$ cat src/rtl/wb_port_arbiter.sv
// Writeback register-file port arbiter: pipeline writes win, long-latency results
// wait in a 2-entry in-order FIFO and request a bubble when starved too long.
module wb_port_arbiter #(
  parameter int unsigned STARVE_LIMIT = 4
) (
  input  logic        CLK,
  input  logic        RST_N,
  input  logic        RegWriteW,
  input  logic [4:0]  RdW,
  input  logic [31:0] ResultW,
  input  logic        LongValid,
  input  logic [4:0]  LongRd,
  input  logic [31:0] LongData,
  output logic        LongReady,
  output logic        RFWriteEn,
  output logic [4:0]  RFWriteAddr,
  output logic [31:0] RFWriteData,
  output logic        StallReq,
  output logic [1:0]  LongCount
);

  localparam logic [3:0] LIMIT = 4'(STARVE_LIMIT);

  logic [4:0]  rd_mem_q   [2];
  logic [31:0] data_mem_q [2];
  logic        wptr_q, wptr_d;
  logic        rptr_q, rptr_d;
  logic [1:0]  cnt_q, cnt_d;
  logic [3:0]  starve_q, starve_d;
  logic        stall_q, stall_d;
  logic        pw_s, push_s, store_s, pop_s;

  // Port arbitration, FIFO bookkeeping and starvation tracking.
  always_comb begin
    pw_s      = RegWriteW & (RdW != 5'd0);
    LongReady = RST_N & (cnt_q != 2'd2);
    push_s    = LongValid & LongReady;
    store_s   = push_s & (LongRd != 5'd0);
    pop_s     = RST_N & ~pw_s & (cnt_q != 2'd0);

    RFWriteEn   = 1'b0;
    RFWriteAddr = 5'd0;
    RFWriteData = 32'd0;
    if (!RST_N) begin
      RFWriteEn = 1'b0;
    end else if (pw_s) begin
      RFWriteEn   = 1'b1;
      RFWriteAddr = RdW;
      RFWriteData = ResultW;
    end else if (cnt_q != 2'd0) begin
      RFWriteEn   = 1'b1;
      RFWriteAddr = rd_mem_q[rptr_q];
      RFWriteData = data_mem_q[rptr_q];
    end else begin
      RFWriteEn = 1'b0;
    end

    wptr_d = wptr_q ^ store_s;
    rptr_d = rptr_q ^ pop_s;

    case ({store_s, pop_s})
      2'b10:   cnt_d = cnt_q + 2'd1;
      2'b01:   cnt_d = cnt_q - 2'd1;
      default: cnt_d = cnt_q;
    endcase

    if ((cnt_q == 2'd0) || pop_s) begin
      starve_d = 4'd0;
    end else if (starve_q == 4'd15) begin
      starve_d = 4'd15;
    end else begin
      starve_d = starve_q + 4'd1;
    end

    // A pop always clears the request, even if the starve count was high.
    if (pop_s) begin
      stall_d = 1'b0;
    end else if (starve_d >= LIMIT) begin
      stall_d = 1'b1;
    end else begin
      stall_d = stall_q;
    end
  end

  // Control state with synchronous active-low reset.
  always_ff @(posedge CLK) begin
    if (!RST_N) begin
      wptr_q   <= 1'b0;
      rptr_q   <= 1'b0;
      cnt_q    <= 2'd0;
      starve_q <= 4'd0;
      stall_q  <= 1'b0;
    end else begin
      wptr_q   <= wptr_d;
      rptr_q   <= rptr_d;
      cnt_q    <= cnt_d;
      starve_q <= starve_d;
      stall_q  <= stall_d;
    end
  end

  // FIFO storage; contents are meaningless until counted, so no reset.
  always_ff @(posedge CLK) begin
    if (store_s) begin
      rd_mem_q[wptr_q]   <= LongRd;
      data_mem_q[wptr_q] <= LongData;
    end else begin
      rd_mem_q[wptr_q]   <= rd_mem_q[wptr_q];
      data_mem_q[wptr_q] <= data_mem_q[wptr_q];
    end
  end

  assign StallReq  = stall_q;
  assign LongCount = cnt_q;

endmodule

$ cat config.mk
export PLATFORM = sky130hd
export DESIGN_NAME = wb_port_arbiter
export DESIGN_NICKNAME = d
export VERILOG_FILES = /design/src/rtl/wb_port_arbiter.sv
export SDC_FILE = /design/constraint.sdc
export NUM_CORES = 1
export LEC_CHECK = 0
export CAP_MARGIN = 15
export CORE_MARGIN = 4
export CORE_UTILIZATION = 41
export CTS_CLUSTER_SIZE = 28
export DETAILED_ROUTE_END_ITERATION = 8
export GPL_ROUTABILITY_DRIVEN = 0
export PLACE_DENSITY = 0.86
export SYNTH_ARGS = -nofsm -noshare
export SYNTH_HDL_FRONTEND = slang
export SYNTH_SLANG_ARGS = --single-unit
$ cat constraint.sdc
create_clock -name CLK -period 2.6 [get_ports CLK]
set_clock_uncertainty 0.2 [all_clocks]
set_input_delay 0.52 -clock CLK [delete_from_list [all_inputs] [get_ports CLK]]
set_output_delay 0.52 -clock CLK [all_outputs]
set_load 0.1 [all_outputs]
== Word level (Yosys, flattened, before mapping) ==
Memories as Yosys holds them, arrays and structs flattened. A register that Yosys moved wholly into a read port is not among the register bits.
Index checks and enable logic that the tools add are counted.
Operators by class
  $add $sub $neg: 3
  $lt $le $gt $ge: 1
  eq/ne operators: 5
  multiplexer cells: 19
  bitwise operators: 12
  reduce and logical (&&, ||, !) cells: 8
Operator list (count)
  two-way mux 32 bit: 4
  two-way mux 5 bit: 4
  nonzero test 5 bit: 2
  two-way mux 1 bit: 8
  two-way mux 4 bit: 2
  bitwise AND 1 bit: 6
  adder 4 x 1 -> 4 bit, second input constant: 1
  equality test 4 bit, second input constant: 1
  greater-or-equal comparator 4 x 3 -> 1 bit, second input constant: 1
  case mux 2 bit (2 select lines): 1
  nonzero test 2 bit: 2
  adder 2 x 1 -> 2 bit, second input constant: 1
  equality test 2 x 1 -> 1 bit, second input constant: 1
  equality test 2 bit, second input constant: 1
  zero test 2 bit: 1
  inequality test 2 bit, second input constant: 1
  inverter 1 bit: 2
  OR 1 bit: 2
  AND reduction 2 bit: 1
  OR reduction 2 bit: 1
  subtractor 2 x 1 -> 2 bit, second input constant: 1
  bitwise XOR 1 bit: 2
  logical OR 1 bit: 1
  inequality test 0 bit: 1
Storage, ports and cells
  register bits after elaboration: 9
  RAM bits: 74
  bits of input ports: 78
  output and inout bits: 42
  word-level logic and storage cells: 55
  memories: 2
Memories
  data_mem_q: depth 2, bits a word 32, read ports 1, clocked after Yosys merged registers in 1, wr ports 1, RTL line 25  | logic [31:0] data_mem_q [2];
  rd_mem_q: depth 2, bits a word 5, read ports 1, clocked after Yosys merged registers in 1, wr ports 1, RTL line 24  | logic [4:0] rd_mem_q [2];

== Depth between registers and ports, before layout ==
Gate-level depths: netlist (run 1).
  depth after elaboration: 8
  gate-level depth with buffers: 9
  mapped depth without buffers: 7

== Worst setup path before layout (run 1) ==
OpenSTA, ideal clock, no wires.
  kind: register to register
  start point: register cnt_q[0] (netlist: LongCount[0])
  end point: memory data_mem_q[1][0], enable pin
  setup time: 0.398 ns
  arrival time: 5.008 ns
  data required time: 2.002 ns
  slack: -3.006 ns
  stages on the path, launching flop included: 7
  buffers on the path: 1
  period minus slack after synthesis: 5.606 ns
  cell sequence: dfxtp_1 -> clkbuf_1 -> inv_1 -> a21boi_0 -> o211ai_1 -> inv_1 -> ha_1
Between the ends
  word-level cells in the longest chain between the ends: 7
  elaborated cells between the ends (all ways): 9
  classes of those cells: 1 x eq/ne; 3 x mux; 4 x bitwise; 1 x reduce/logical
RTL lines
  start, declared: RTL line 28  | logic [1:0] cnt_q, cnt_d;
  start signal, assigned: RTL line 96  | cnt_q <= cnt_d;
  inequality test 2 bit (*): RTL line 36  | LongReady = RST_N & (cnt_q != 2'd2);
  bitwise AND 1 bit (*): RTL line 36
  net LongReady: RTL line 14  | output logic LongReady,
  bitwise AND 1 bit (*): RTL line 37  | push_s = LongValid & LongReady;
  bitwise AND 1 bit (*): RTL line 38  | store_s = push_s & (LongRd != 5'd0);
  two-way mux 1 bit (on tied branches): RTL line 104, 109
  two-way mux 1 bit (implied by the code) or AND reduction 2 bit (tied branches)
  OR 1 bit (no line) (*)
  end, declared: RTL line 25
The timed path passes the listed nets; every way through them passes the cells marked *.

== Worst setup path in the final report (run 1) ==
  start point: input RdW[1]
  end point: output RFWriteAddr[4]
Between the ends
  word-level cells in the longest chain between the ends: 4
RTL lines
  start, declared: RTL line 9  | input logic [4:0] RdW,
  nonzero test 5 bit: RTL line 35  | pw_s = RegWriteW & (RdW != 5'd0);
  bitwise AND 1 bit: RTL line 35
  two-way mux 5 bit: RTL line 46  | end else if (pw_s) begin
  two-way mux 5 bit: RTL line 44  | if (!RST_N) begin
  end, declared: RTL line 16  | output logic [4:0] RFWriteAddr,
No other way between the ends.

==> run_results.csv, run 1 <==
group,metric,value,unit
placement,portBuffers,119,
worst_setup_path,crit_required,1880,ps
detailed_routing,drc,0,
power_and_ir_drop,pwr-share-seq,40.2,%
yosys,syn-mean-instance-area,13.9,um2
die,core-area,8680,um2
cts,cts.clk_slew.worst_paths,70,ps
yosys,ys_seq_area_share,66.5,%
detailed_routing,postRouteAntennaNets,0,
sta,rsz0062_at_grt,"true",
worst_setup_path,worstSetupPathDepth,6,
yosys,yosysTopAreaCell,"edfxtp_1",
sta,fmax,0.348,GHz
power_and_ir_drop,pwr-share-comb,32.6,%
placement,hpwl,6690,um
power_and_ir_drop,max-vdd-ir-drop,0.425,mV
grt,grt_pass1_wl,14700,um
yosys,synth_cell_type_count,31,
die,rows,34,
die,die_h,102,um
grt,track_usage,18.7,%
grt,use_met3,4.37,%
worst_setup_path,path_delay_family,"compound AO/OA/AOI/OAI gates",
detailed_routing,viasPerCell,5.54,
worst_setup_path,slowest_delay,560,ps
yosys,synth_top_area_share,61.0,%
worst_setup_path,path_cells,"buf_6, or4_4, o21a_4, buf_16, o31ai_4, buf_12",
finish,area_growth,76.9,%
grt,busiest_layer,"met2",
run_status,status,"complete, but fails checks",
die,initial_utilization,42.0,%
yosys,ys.flop_type,"edfxtp_1",
worst_setup_path,crit_slowest_cell,"or4_4",
cts,clkLatencyLatePin,330,ps
worst_setup_path,critPathLaunchType,"input pin",
worst_setup_path,r2r.worst_path.cells,6,
grt,grt_max_degree,38,
power_and_ir_drop,power_frac_clock,27.2,%
cts,clk_path_buf_depth,2,
grt,antenna_found_initial,0,
finish,design_area,6450,um2
worst_setup_path,critPathBufInv,3,
yosys,syn_area,3640,um2
yosys,synth_nets,345,
sta,finalCritPeriodShare,110,%
yosys,ys_seq_elements,84,
job,drv_cap,0,
sta,period_minus_slack,2870,ps
finish,nNetsFinal,479,
yosys,syn-instance-count,263,
worst_setup_path,arrival,2150,ps
power_and_ir_drop,leakage,2.16,nW
sta,fin_ws,-270,ps
grt,gr-total-overflow,0,
worst_setup_path,cp_max_fo,5,
yosys,yosys_warnings,0,
detailed_routing,num_vias,2821,
power_and_ir_drop,switching_share,31.7,%
detailed_routing,wirelength,10000,um
grt,gr-usage-met1,20.1,%
cts,cts-buffers-inserted,9,
finish,diodes,0,
worst_setup_path,worstSetupPathType,"input pin to output port",
sta,final_max_slew_viol_count,0,
detailed_routing,drtIter0Drc,67,
cts,cts_root_buf,"clkbuf_8",
worst_hold_path,hold_path.class,"input pin to flop",
cts,cts_tree,"built",
cts,cts.sinks,84,
yosys,synth_commonest_cells,"edfxtp_1 (74), nand3_1 (39), mux2i_1 (37), o31ai_1 (37), clkbuf_1 (16)",
sta,worst_slew_pin_slew,550,ps
grt,use_met2,35.4,%
power_and_ir_drop,intPower,2.66,mW
finish,drive_above_1_share,34.7,%
yosys,synth_most_common_cell,"edfxtp_1",
die,io_pins,120,
yosys,synth_edf_count,74,
run_status,violations,"negative setup slack",
finish,nFillCells,559,
power_and_ir_drop,p_per_area,605,nW/um2
cts,htreeDepth,3,
sta,setup_violations,38,
worst_hold_path,whs_path_depth,2,
sta,hold_viol,0,
die,fp.dieArea,10500,um2
placement,post_dp_cell_area,6000,um2
detailed_routing,wl_per_cell,19.7,um
sta,max_slew_margin,63.3,%
yosys,async_reset_ff_share,0,%
grt,grt_pass1_vias,2999,
power_and_ir_drop,switching_power,1.24,mW
yosys,synth.area.top_cells,"edfxtp_1 (61%), mux2i_1 (10%), o31ai_1 (7.6%)",
sta,tns,-8530,ps
die,die_x,102,um
detailed_routing,first_pass_iters,4,
worst_setup_path,cp-end-kind,"output port",
-- timing repair --
action                     4_1_cts  5_1_grt
pin swaps                       35        6
setup endpoints to repair       40       38
hold buffers                     0        0
resized for setup               22        6
cloned                           4        4
buffers inserted                 1        1
-- cell usage in the layout (no fill, tap or decap), types with 2 or more instances in the layout --
cell and n:
a21boi_1 3, a31oi_1 2, buf_12 40, buf_16 6, buf_2 2, buf_4 18, buf_6 4, bufinv_16 3
clkbuf_16 2, clkbuf_8 9, clkdlybuf4s50_1 70, clkinv_2 2, dfxtp_1 7, dfxtp_2 2, dlymetal6s2s_1 2, edfxtp_1 74
ha_4 2, mux2i_1 37, nand3_1 38, nor2_1 6, o21ai_0 4, o31ai_4 37, or3_1 3, xnor2_1 2
-- layout make-up --
class	instances	area (um2)	area share [%]
clock buffer	9	124	1.92
clock inverter	6	104	1.61
inverter	3	13.8	0.213
multi-input combinational	155	1710	26.5
sequential	84	2430	37.7
tap	108	135	2.10
timing repair buffer	144	1930	30.0
-- power by group through the flow --
stage          sequential, mW  combinational, mW  clock (mW)
6_report                 1.57               1.27        1.06
5_1_grt                  1.57               1.32        1.13
4_1_cts                  1.57               1.26        1.08
3_5_place_dp             1.60               1.22           0
3_3_place_gp             1.59               1.19           0
2_1_floorplan            1.61              0.771           0
-- worst register-to-register path: cells and delay by family (launching register included) --
| kind | cells | cell delay [ps] |
|---|---|---|
| buffers and inverters | 3 | 300 |
| DFF | 1 | 430 |
| adders and majority gates | 1 | 500 |
| AOI/OAI and AO/OA | 2 | 330 |
-- metal layers --
layer,share of wire (%),vias up
met1,37,1399
met5,0,-
met3,5.8,13
li1,-,1323
met4,1.3,0
met2,56,86
-- cell families after synthesis --
group                      Yosys count  synth area share [%]
xor gates and xnor gates             2                 0.481
and+or+nand+nor                     57                  8.03
DFF                                 84                  66.5
adders and majority gates            4                  1.37
muxes                               37                  10.2
buffers and inverters               25                  2.81
AOI/OAI and AO/OA                   54                  10.7
-- state kept, by name, indices dropped and copies added, names as in the netlist, named ones only --
| name | cells |
|---|---|
| data_mem_q | 64 |
| rd_mem_q | 10 |
| starve_q | 4 |
| LongCount | 2 |
| StallReq | 1 |
| rptr_q | 1 |
| wptr_q | 1 |
-- through the flow --
| stage | setup slack, ps | utilization (%) | power (mW) | hold WS [ps] | std cells |
|---|---|---|---|---|---|
| 2_1_floorplan | -560 | - | 2.38 | 278 | 263 |
| 3_3_place_gp | -573 | 69.1 | 2.78 | 290 | 484 |
| 3_5_place_dp | -623 | 69.1 | 2.82 | 300 | 484 |
| 4_1_cts | -316 | 73.2 | 3.91 | 289 | 504 |
| 5_1_grt | -299 | 74.3 | 4.03 | 290 | 509 |
| 6_report | -270 | 74.3 | 3.90 | 309 | 509 |
-- worst paths after layout --
path / start / to / slack (ps)
worst max-delay path: RdW[1] / RFWriteAddr[4] / -270
worst max register to register: LongCount[0]$_SDFFE_PN0P_ / data_mem_q[0][20]$_DFFE_PP_ / 460
worst min-delay path: RST_N / LongCount[1]$_SDFFE_PN0P_ / 310
worst min register to register: rptr_q$_SDFF_PN0_ / rptr_q$_SDFF_PN0_ / 330
No activity file was read; power rests on OpenSTA's default activity.
==> run 2: changes to the inputs <==
CTS_CLUSTER_DIAMETER = 150   (was unset)
SKIP_LAST_GASP = 1   (was unset)
==> run 2 against run 1 <==
  * Via count about the same
  * Count of clock-buffer cells in the layout did not move
  * Utilization barely moved
  * Non-clock buffer count is the same
  * Sequential cell count unchanged
  * Critical endpoint unchanged
  * Setup slack lost 1.2 ps
  * Die area did not move
  * The flow still finishes with violations (negative setup slack)
  * Largest cell class unchanged
==> run_results.csv, run 2 (synthesis gave the netlist of run 1 again) <==
group,metric,value,unit
run_status,status,"complete, but fails checks",
run_status,violations,"negative setup slack",
sta,period_minus_slack,2870,ps
cts,cts.sinks,84,
worst_setup_path,arrival,2150,ps
sta,fin_ws,-271,ps
finish,final_cells,509,
finish,seq_area,2430,um2
sta,worst_slew_pin_slew,548,ps
worst_setup_path,reg2reg_slack,460,ps
sta,fmax,0.348,GHz
worst_setup_path,cp-end-kind,"output port",
placement,placed_cells,484,
power_and_ir_drop,p_per_area,605,nW/um2
detailed_routing,wirelength,10000,um
grt,antenna_found_initial,0,
power_and_ir_drop,fin_total_pwr,3.90,mW
cts,cts_root_buf,"clkbuf_8",
worst_setup_path,cp_max_fo,5,
finish,largest-register,"data_mem_q",
cts,clk_path_buf_depth,2,
finish,final_cell_mix,"edfxtp_1 (74), clkdlybuf4s50_1 (70), buf_12 (40)",
worst_setup_path,worstSetupPathDepth,6,
finish,nNetsFinal,479,
die,fp.dieArea,10500,um2
worst_setup_path,r2r-start,"LongCount[0]$_SDFFE_PN0P_",
sta,setup_violations,38,
placement,portBuffers,119,
die,die_x,102,um
worst_setup_path,r2r.worst_path.cells,6,
die,core-area,8680,um2
worst_setup_path,startpoint,"RdW[1]",
worst_setup_path,path_delay_family,"compound AO/OA/AOI/OAI gates",
detailed_routing,drc,0,
cts,cts.clk_slew.worst_paths,80,ps
cts,cts-buffers-inserted,9,
grt,gr-total-overflow,0,
cts,htreeDepth,3,
detailed_routing,first_pass_iters,6,
die,die_h,102,um
detailed_routing,postRouteAntennaNets,0,
sta,hold_ws,308,ps
power_and_ir_drop,leakage,2.16,nW
worst_setup_path,crit_required,1880,ps
finish,diodes,0,
finish,final_common_cell,"edfxtp_1",
worst_setup_path,r2r_end,"data_mem_q[0][20]$_DFFE_PP_",
sta,rsz0062_at_grt,"true",
grt,track_usage,18.7,%
finish,area_growth,76.8,%
placement,hpwl,6690,um
grt,grt_max_degree,38,
finish,reg_top3,"data_mem_q x64, rd_mem_q x10, starve_q x4",
cts,cts_tree,"built",
sta,max_slew_margin,63.5,%
die,io_pins,120,
detailed_routing,wl_per_cell,19.7,um
worst_setup_path,critPathLaunchType,"input pin",
finish,nFillCells,559,
worst_setup_path,critPathBufInv,3,
finish,largest_reg_flops,64,
sta,final_max_slew_viol_count,0,
detailed_routing,viasPerCell,5.55,
die,initial_utilization,42.0,%
grt,grt_pass1_wl,14700,um
sta,finalCritPeriodShare,110,%
detailed_routing,drtIter0Drc,68,
cts,clkLatencyLatePin,330,ps
cts,holdBufCountCts,0,
worst_setup_path,cp-endpoint,"RFWriteAddr[4]",
detailed_routing,num_vias,2823,
sta,hold_viol,0,
grt,grt_pass1_vias,2999,
power_and_ir_drop,max-vdd-ir-drop,0.425,mV
worst_setup_path,crit_slowest_cell,"or4_4",
worst_setup_path,path_cells,"buf_6, or4_4, o21a_4, buf_16, o31ai_4, buf_12",
finish,drive_above_1_share,34.4,%
worst_setup_path,slowest_delay,560,ps
job,drv_cap,0,
die,rows,34,
worst_hold_path,hold_path.class,"input pin to flop",
worst_setup_path,worstSetupPathType,"input pin to output port",
finish,multi_input_area,1710,um2
-- run 2: changes by cell type in the layout (fill, tap and decap cells not counted) --
cell | before | now
nor2_2 | 1 | 0
nor2_1 | 6 | 7
-- run 2: cell type report --
cell class / count / share of cell area (%)
clock inverters: 6 / 1.61
flip-flops and latches: 84 / 37.7
inverters: 3 / 0.214
multi-input cells: 155 / 26.5
clock buffers: 9 / 1.92
repair buffers: 144 / 30.0
well taps: 108 / 2.10
-- run 2: stage by stage --
step / setup slack [ps] / setup TNS (ps) / area [um2] / utilization [%]
3_3_place_gp: -573 / -36490 / 6000 / 69.1
2_1_floorplan: -560 / -27460 / 4300 / -
5_1_grt: -299 / -9810 / 6440 / 74.3
4_1_cts: -316 / -9880 / 6350 / 73.2
6_report: -271 / -8590 / 6440 / 74.3
3_5_place_dp: -623 / -41070 / 6000 / 69.1
-- run 2: power breakdown --
group          total (mW)  internal, mW  switching (mW)
Combinational        1.27         0.498           0.773
Clock                1.06         0.627           0.434
Sequential           1.57          1.54          0.0304
-- run 2: worst min path at each step --
stage,startpoint,to,slack [ps],cells after the start
global route,RST_N,LongCount[1]$_SDFFE_PN0P_,290,2
detailed placement,rptr_q$_SDFF_PN0_,rptr_q$_SDFF_PN0_,300,2
global placement,rptr_q$_SDFF_PN0_,rptr_q$_SDFF_PN0_,290,2
floorplan,rptr_q$_SDFF_PN0_,flop,280,2
finish,RST_N,LongCount[1]$_SDFFE_PN0P_,310,2
CTS,RST_N,LongCount[1]$_SDFFE_PN0P_,290,2
-- run 2: per-layer routing --
metal	part of all wire (%)	global-route usage, %	up-vias
met5	0	0	-
met4	1.4	6.86	0
met3	6.1	4.37	13
met2	56	35.4	94
met1	37	20.1	1393
li1	-	-	1323
-- run 2: repair_timing --
action	in CTS	in global routing
endpoints found under the setup margin	40	38
gates resized for setup	21	6
cloned	4	4
buffers inserted	1	1
pin swaps	35	6
==> run 3: changes to the inputs <==
GPL_ROUTABILITY_DRIVEN = unset   (was 0)
==> results of run 3 <==
Same layout as run 2: the final DEF is identical, and so are final timing and power.
